`config.mk`:
```
export PLATFORM = sky130hd
export DESIGN_NAME = ps2_key_rx
export DESIGN_NICKNAME = d
export VERILOG_FILES = /design/src/rtl/ps2_key_rx.sv
export SDC_FILE = /design/constraint.sdc
export NUM_CORES = 1
export LEC_CHECK = 0
export ABC_AREA = 1
export CORE_UTILIZATION = 53
export DETAILED_ROUTE_END_ITERATION = 10
export PLACE_DENSITY = 0.77
export SYNTH_ARGS = -nofsm -noshare
export SYNTH_HDL_FRONTEND = slang
export SYNTH_SLANG_ARGS = --single-unit
```
`constraint.sdc`:
```
create_clock -name clk25 -period 5 [get_ports clk25]
set_input_delay 1 -clock clk25 [delete_from_list [all_inputs] [get_ports clk25]]
set_output_delay 1 -clock clk25 [all_outputs]
set_load 0.02 [all_outputs]
```
`src/rtl/ps2_key_rx.sv`:
```
`timescale 1ns/1ps
// ps2_key_rx: PS/2 keyboard receiver in the clk25 domain.
// Synchronizes and filters the raw PS/2 clock, deserializes 11-bit
// device-to-host frames (start, 8 data LSB-first, odd parity, stop),
// decodes E0/F0 prefixes and counts accepted make codes in kcount.
//
// Ports:
//   clk25      in   system clock, 25 MHz
//   rst        in   asynchronous, active-high reset
//   ps2_clk    in   raw PS/2 clock (asynchronous)
//   ps2_data   in   raw PS/2 data (asynchronous)
//   kcount     out  [7:0] accepted make codes, wraps modulo 256
//   scancode   out  [7:0] last accepted make code
//   extended   out  last accepted make code was E0-prefixed
//   key_valid  out  one-cycle pulse per accepted make code
//   frame_err  out  one-cycle pulse on start/parity/stop error or timeout
//
// Optional build macro PS2_TYPEMATIC_FILTER_EN: suppresses auto-repeat
// make codes that match the currently held key until it is released.
module ps2_key_rx #(
    parameter int unsigned FILTER_LEN  = 8,
    parameter int unsigned TIMEOUT_CYC = 25000
) (
    input  logic       clk25,
    input  logic       rst,
    input  logic       ps2_clk,
    input  logic       ps2_data,
    output logic [7:0] kcount,
    output logic [7:0] scancode,
    output logic       extended,
    output logic       key_valid,
    output logic       frame_err
);

    localparam int unsigned FCNT_W   = $clog2(FILTER_LEN + 1);
    localparam int unsigned TMO_W    = $clog2(TIMEOUT_CYC + 1);
    localparam logic [7:0]  CODE_EXT = 8'hE0;
    localparam logic [7:0]  CODE_BRK = 8'hF0;

    typedef enum logic [1:0] {
        S_IDLE,
        S_DATA,
        S_PARITY,
        S_STOP
    } state_t;

    // Two-flop synchronizers; lines idle high
    logic clk_s1_q, clk_s2_q;
    logic dat_s1_q, dat_s2_q;

    always_ff @(posedge clk25 or posedge rst) begin
        if (rst) begin
            clk_s1_q <= 1'b1;
            clk_s2_q <= 1'b1;
            dat_s1_q <= 1'b1;
            dat_s2_q <= 1'b1;
        end else begin
            clk_s1_q <= ps2_clk;
            clk_s2_q <= clk_s1_q;
            dat_s1_q <= ps2_data;
            dat_s2_q <= dat_s1_q;
        end
    end

    // Clock glitch filter: level changes after FILTER_LEN consecutive
    // samples that disagree with the current filtered level
    logic              filt_q, filt_d;
    logic              filt_dly_q;
    logic [FCNT_W-1:0] fcnt_q, fcnt_d;
    logic              fe_c;

    always_comb begin
        filt_d = filt_q;
        fcnt_d = '0;
        if (clk_s2_q != filt_q) begin
            if (fcnt_q == FCNT_W'(FILTER_LEN - 1)) begin
                filt_d = clk_s2_q;
            end else begin
                fcnt_d = fcnt_q + FCNT_W'(1);
            end
        end
    end

    always_ff @(posedge clk25 or posedge rst) begin
        if (rst) begin
            filt_q     <= 1'b1;
            filt_dly_q <= 1'b1;
            fcnt_q     <= '0;
        end else begin
            filt_q     <= filt_d;
            filt_dly_q <= filt_q;
            fcnt_q     <= fcnt_d;
        end
    end

    // Falling edge of the filtered clock
    assign fe_c = filt_dly_q & ~filt_q;

    // Frame FSM, timeout and decode state
    state_t           state_q, state_d;
    logic [2:0]       bitcnt_q, bitcnt_d;
    logic [7:0]       shreg_q, shreg_d;
    logic             par_q, par_d;
    logic [TMO_W-1:0] tmo_q, tmo_d;
    logic             brk_q, brk_d;
    logic             ext_q, ext_d;
    logic [7:0]       kcount_q, kcount_d;
    logic [7:0]       scancode_q, scancode_d;
    logic             extended_q, extended_d;
    logic             key_valid_q, key_valid_d;
    logic             frame_err_q, frame_err_d;
    logic             good_c;
`ifdef PS2_TYPEMATIC_FILTER_EN
    logic [7:0]       held_q, held_d;
    logic             held_ext_q, held_ext_d;
`endif

    // Stop bit high and odd parity over data plus parity bit
    assign good_c = dat_s2_q & (^{shreg_q, par_q});

    always_comb begin
        state_d     = state_q;
        bitcnt_d    = bitcnt_q;
        shreg_d     = shreg_q;
        par_d       = par_q;
        brk_d       = brk_q;
        ext_d       = ext_q;
        kcount_d    = kcount_q;
        scancode_d  = scancode_q;
        extended_d  = extended_q;
        key_valid_d = 1'b0;
        frame_err_d = 1'b0;
`ifdef PS2_TYPEMATIC_FILTER_EN
        held_d      = held_q;
        held_ext_d  = held_ext_q;
`endif

        // Idle-time counter restarts on every clock edge inside a frame
        if (fe_c || (state_q == S_IDLE)) begin
            tmo_d = '0;
        end else begin
            tmo_d = tmo_q + TMO_W'(1);
        end

        case (state_q)
            S_IDLE: begin
                if (fe_c) begin
                    if (!dat_s2_q) begin
                        state_d  = S_DATA;
                        bitcnt_d = '0;
                    end else begin
                        frame_err_d = 1'b1;
                    end
                end
            end
            S_DATA: begin
                if (fe_c) begin
                    shreg_d  = {dat_s2_q, shreg_q[7:1]};
                    bitcnt_d = bitcnt_q + 3'd1;
                    if (bitcnt_q == 3'd7) begin
                        state_d = S_PARITY;
                    end
                end
            end
            S_PARITY: begin
                if (fe_c) begin
                    par_d   = dat_s2_q;
                    state_d = S_STOP;
                end
            end
            S_STOP: begin
                if (fe_c) begin
                    state_d = S_IDLE;
                    if (!good_c) begin
                        frame_err_d = 1'b1;
                        brk_d       = 1'b0;
                        ext_d       = 1'b0;
                    end else if (shreg_q == CODE_EXT) begin
                        ext_d = 1'b1;
                    end else if (shreg_q == CODE_BRK) begin
                        brk_d = 1'b1;
                    end else if (brk_q) begin
                        // Release of a key: consumes both prefixes
                        brk_d = 1'b0;
                        ext_d = 1'b0;
`ifdef PS2_TYPEMATIC_FILTER_EN
                        if ((shreg_q == held_q) && (ext_q == held_ext_q)) begin
                            held_d     = 8'h00;
                            held_ext_d = 1'b0;
                        end
`endif
                    end else begin
                        ext_d = 1'b0;
`ifdef PS2_TYPEMATIC_FILTER_EN
                        if (!((shreg_q == held_q) && (ext_q == held_ext_q))) begin
                            key_valid_d = 1'b1;
                            scancode_d  = shreg_q;
                            extended_d  = ext_q;
                            kcount_d    = kcount_q + 8'd1;
                            held_d      = shreg_q;
                            held_ext_d  = ext_q;
                        end
`else
                        key_valid_d = 1'b1;
                        scancode_d  = shreg_q;
                        extended_d  = ext_q;
                        kcount_d    = kcount_q + 8'd1;
`endif
                    end
                end
            end
            default: state_d = S_IDLE;
        endcase

        // Abort a stalled frame; prefix flags survive, partial byte does not
        if ((state_q != S_IDLE) && !fe_c && (tmo_q == TMO_W'(TIMEOUT_CYC - 1))) begin
            state_d     = S_IDLE;
            shreg_d     = '0;
            frame_err_d = 1'b1;
        end
    end

    always_ff @(posedge clk25 or posedge rst) begin
        if (rst) begin
            state_q     <= S_IDLE;
            bitcnt_q    <= '0;
            shreg_q     <= '0;
            par_q       <= 1'b0;
            tmo_q       <= '0;
            brk_q       <= 1'b0;
            ext_q       <= 1'b0;
            kcount_q    <= '0;
            scancode_q  <= '0;
            extended_q  <= 1'b0;
            key_valid_q <= 1'b0;
            frame_err_q <= 1'b0;
`ifdef PS2_TYPEMATIC_FILTER_EN
            held_q      <= '0;
            held_ext_q  <= 1'b0;
`endif
        end else begin
            state_q     <= state_d;
            bitcnt_q    <= bitcnt_d;
            shreg_q     <= shreg_d;
            par_q       <= par_d;
            tmo_q       <= tmo_d;
            brk_q       <= brk_d;
            ext_q       <= ext_d;
            kcount_q    <= kcount_d;
            scancode_q  <= scancode_d;
            extended_q  <= extended_d;
            key_valid_q <= key_valid_d;
            frame_err_q <= frame_err_d;
`ifdef PS2_TYPEMATIC_FILTER_EN
            held_q      <= held_d;
            held_ext_q  <= held_ext_d;
`endif
        end
    end

    assign kcount    = kcount_q;
    assign scancode  = scancode_q;
    assign extended  = extended_q;
    assign key_valid = key_valid_q;
    assign frame_err = frame_err_q;

endmodule

```
Word-level counts from Yosys, hierarchy flattened
Cells that the tools add are included.
- bits in registers: 60
- bits in latches: 0
- bits in writable memories: 0
- ROM bits: 0
- bits of input ports: 4
- output and inout port bits: 19
- logic and storage cells: 103
- memories: 0
- add/subtract/negate cells: 4
- multiply operators: 0
- divide/modulo/power cells: 0
- magnitude comparators: 0
- equal/unequal tests: 20
- shift operators: 0
- multiplexer cells: 36
- bitwise operators: 6
- reduce and logical (&&, ||, !) cells: 18
- operator list (kind ; count):
    8-bit 2-to-1 mux ; 3
    1-bit 2-to-1 mux ; 17
    8-bit == test (second input constant) ; 2
    15-bit by 1-bit adder with 15-bit output (second input constant) ; 1
    15-bit == test (second input constant) ; 1
    15-bit 2-to-1 mux ; 1
    3-bit inequality test (second input constant) ; 5
    2-bit 2-to-1 mux ; 7
    6-bit AND reduction ; 2
    3-bit 2-to-1 mux ; 3
    9-bit parity ; 1
    8-bit by 1-bit adder with 8-bit output (second input constant) ; 1
    4-bit 2-to-1 mux ; 2
    2-bit inequality test (second input constant) ; 4
    2-bit one-hot mux with 4 select lines ; 1
    2-bit nonzero test ; 4
    3-bit by 2-bit inequality test with 1-bit output (second input constant) ; 2
    3-bit one-hot mux with 2 select lines ; 1
    2-bit AND reduction ; 3
    3-bit AND reduction ; 2
    4-bit by 1-bit adder with 4-bit output (second input constant) ; 1
    2-bit == test (second input constant) ; 2
    4-bit by 3-bit == test with 1-bit output (second input constant) ; 1
    1-bit NOT ; 4
    11 further kinds ; 13

Depth between registers and ports, before layout
- depth after elaboration: 7
- gate-level depth with buffers: 14
- mapped depth without buffers: 12

Least setup slack after synthesis
Ideal clock, no wire load.
- path kind: flip-flop to flip-flop
- start: register state_q[0]
- end: register state_q[1]
- library setup time: 0.119 ns
- arrival time: 1.554 ns
- data required time: 4.881 ns
- setup slack: 3.328 ns
- cell stages (with the launch flop): 9
- path buffers: 0
- period minus slack after synthesis: 1.672 ns
- cells stage by stage: dfrtp_1 > inv_1 > ha_1 > inv_1 > nand2_2 > nor4_4 > o21ai_0 > nand2_1 > nand2_1
- cells in the longest elaborated chain, start to end: 5
- elaborated cells between the ends (all ways): 16
- classes of those cells: eq/ne: 9; mux: 2; reduce/logical: 5
- ends and longest elaborated chain (item ; line ; RTL):
    from (decl) ; 100 ; state_t state_q, state_d;
    from (signal assigned) ; 242 ; state_q <= state_d;
    2-bit nonzero test ; 216 ; if ((state_q != S_IDLE) && !fe_c && (tmo_q == TMO_W'(TIMEOUT_CYC - 1))) begin
    1-bit logical AND (2 in series) ; 216 ;
    3-bit inequality test (no source line) / 3-bit by 2-bit inequality test with 1-bit output (equally long branches) ; - ;
    6-bit AND reduction (no source line) ; - ;
Parallel ways exist; a longest one is shown, timed or not.
A chain may end at the register's enable or synchronous reset.

Worst setup path after layout
- start: register kcount_q[4] (netlist: kcount[4])
- end: output kcount[4]
- RTL lines (item ; line ; RTL):
    from (decl) ; 107 ; logic [7:0] kcount_q, kcount_d;
    from (signal assigned) ; 249 ; kcount_q <= kcount_d;
    to (decl) ; 28 ; output logic [7:0] kcount,
No word-level cell between the ends.

==> results.md <==
- Status: finished clean
- Total placed cells including tap cells: 462
- Crit path cell chain: clkdlybuf4s50_1
- Syn-to-layout area delta: 15.5%
- Hold slack: 355 ps
- Initial drt markers: 137
- HP Class: reg2reg
- Vias: 2559
- Routed Antenna Nets: 0
- CTS Buf Count: 9
- H-tree levels: 3
- Number of port buffers: 22
- NumNets Final: ~420
- GPL Wtd Cong: between 0.8 and 0.9
- P_sw: between 0.5 and 0.6 mW
- RSZ-0062 raised after global routing: false
- Initial antenna violation count: 0
- P_leak: around 1.8 nW
- Multi-input logic area: about 1400 µm²
- Final Power: approximately 1.5 mW
- Flop pwr share: 39.6%
- Pwr/cell area: ~430 nW/µm²
- Root buf cell: clkbuf_8
- CP delay by family, top: buffers and inverters
- Clk Latency, worst-skew pair: 340 ps
- First-pass iteration count of the detailed router: 4
- R2r endpoint: bitcnt_q[1]$_DFFE_PP0P_
- # DRC: 0
- Die ar.: 6190 µm²
- Kind of critical path: reg2out
- Switching share of power: 35.9%
- Crit path time final: approximately 2400 ps
- Setup TNS: 0 ps
- Placeable Area: approximately 5600 µm²
- Clock slew at reported path FFs: 60 ps
- Final setup violation count: 0
- Synth Warn #: 0
- Max Cap Violations: 0
- Die span in x: between 70 and 80 µm
- # hold bufs at CTS: 0
- WHS Endpoint: dat_s2_q$_DFF_PP1_
- Routed len/inst: approximately 13 µm
- Rows: 27
- Layout cell share with drive strength beyond 1: a little over a tenth
- Worst path max stage delay: between 600 and 700 ps
- CTS Sinks: 60
- R2R Setup Slk: 2870 ps
- Reg2Reg Depth: 6
- CTS resizes: 0
- Drt total wl: around 6.2 mm
- Logic pwr share: just under 30%
- Register area share after synthesis: around half
- Crit start category: register
- GRT overflow: 0
- Most frequent cells in the layout: nand2_1, dfrtp_1, inv_1, nor2_1, nand3_1
- Number of post-CTS setup repair buffers: 0
- Hold path depth: 0
- Io pins: 23
- FF+latch count, synth: 60
- Setup crit start: kcount[4]$_DFFE_PP0P_
- Final Hold Vio Count: 0
- Pin count of the biggest net entering global routing: 37
- Pint: 0.992 mW
- Critical path arrival: around 1400 ps
- Hold_sp: dat_s1_q$_DFF_PP1_
- Initial core utilization: 55.9%
- Slew @ Worst Pin: 755 ps
- WP buf/inv: 1
- Post-Layout Cell Count: ~480
- Number of global-route vias before repair: roughly 2.5k
- Sequential cell area: about 1500 µm²
- Max IR drop VDD: 0.238 mV
- Die height: 78.7 µm
- Slew Viols, Final: 0
- Post-Synthesis Cells: 375
- Filler cells: ~470
- Slowest CP cell: clkdlybuf4s50_1
- CTS max path bufs: 2
- Tcrit/Tclk final: between 40% and 50%
- Clock power share: between 30 and 40%
- Max Fclk: slightly above 400 MHz
- CTS tree: built
- CP Max Fanout: 6
- Post-Syn Area per Cell: between 8 and 9 µm²
- Crit end category: output pin
- CP required: ~4000 ps
- Vias per cell: 5.35
- Syn nets: 389
- Total Routing Usage GR: about 23%
- Commonest non-fill, non-tap cell in the layout: nand2_1
- DP Wirelength: between 4 and 5 mm
- Synth cell types: 35
- Antenna cells: 0
- Setup Skew: 10.3 ps
- Synth Cell Area: 3110 µm²
- Rel. slew slack: 49.5%
- Reg-to-Reg Start: state_q[1]$_DFFE_PP0P_
- First-pass GRT wire length: roughly 11 mm
## registers in the layout, summed over array words and instances, names as in the netlist
signal and cells:
filt_q 1, clk_s1_q 1, dat_s1_q 1, fcnt_q 4, dat_s2_q 1, par_q 1, filt_dly_q 1, state_q 2
frame_err 1, kcount 8, key_valid 1, extended 1, tmo_q 15, bitcnt_q 3, scancode 8, shreg_q 8
brk_q 1, clk_s2_q 1, ext_q 1
## through the flow
stage / util (%) / cell area (µm²) / setup slack [ps]
3_3_place_gp: 60.6 / 3380 / 2630
2_1_floorplan: - / 3110 / 2530
6_report: 64.5 / 3600 / 2560
5_1_grt: 64.5 / 3600 / 2510
3_5_place_dp: 60.6 / 3380 / 2630
4_1_cts: 64.5 / 3600 / 2550
## cells by family (layout without fill, tap and decap cells)
family	count (synthesis)	in the layout	share of synthesized area, %
and+or+nand+nor	201	201	30.1
adders and majority gates	10	10	4.02
DFF	60	60	48.5
buffers and inverters	48	79	6.51
AOI/OAI and AO/OA	45	45	7.79
xor gates and xnor gates	11	11	3.09
## cells in the mapped netlist (all sizes together)
master | count | share of area, %
a32o | 2 | 0.64
a31oi | 1 | 0.20
a211oi | 1 | 0.24
nand4 | 12 | 2.9
a21oi | 16 | 2.6
and3 | 1 | 0.20
ha | 10 | 4.0
clkbuf | 2 | 0.24
inv | 40 | 4.8
nor3 | 8 | 1.8
xor2 | 6 | 1.7
nand2 | 110 | 14
dfrtp | 54 | 43
nor2 | 35 | 4.5
nand3b | 1 | 0.24
or2 | 1 | 0.20
o22a | 1 | 0.28
dfstp | 6 | 5.1
o21ai | 24 | 3.9
buf | 6 | 1.4
nand3 | 29 | 5.0
xnor2 | 5 | 1.4
nor4 | 4 | 1.3
## routing by layer
layer	vias up	global-route usage (%)	wire [µm]
li1	1276	-	-
met1	1219	26.8	2770
met2	47	39.6	3070
met3	17	4.77	195
met4	0	11.1	140
met5	-	0	0
## final cells by class
cell class / instances / area share, %
inverters: 40 / 4.18
repair buffers: 23 / 6.33
well taps: 72 / 2.51
clock inverters: 5 / 2.09
multi-input cells: 267 / 39.0
flip-flops and latches: 60 / 42.0
clock buffers: 11 / 3.93
## worst max path at each step
stage	cells after the start	end
after global routing	1	kcount[4]
after detailed placement	3	clk_s1_q$_DFF_PP1_
final	1	kcount[4]
after CTS	1	kcount[4]
after global placement	3	clk_s1_q$_DFF_PP1_
after floorplan	1	bitcnt_q[0]$_DFFE_PP0P_
## power by group through the flow
stage          sequential, mW  combinational [mW]  clock, mW
2_1_floorplan           0.608               0.357          0
3_3_place_gp            0.616               0.435          0
3_5_place_dp            0.620               0.452          0
4_1_cts                 0.611               0.458      0.488
5_1_grt                 0.621               0.517      0.510
6_report                0.612               0.456      0.480
(Power assumes the default switching activity.)
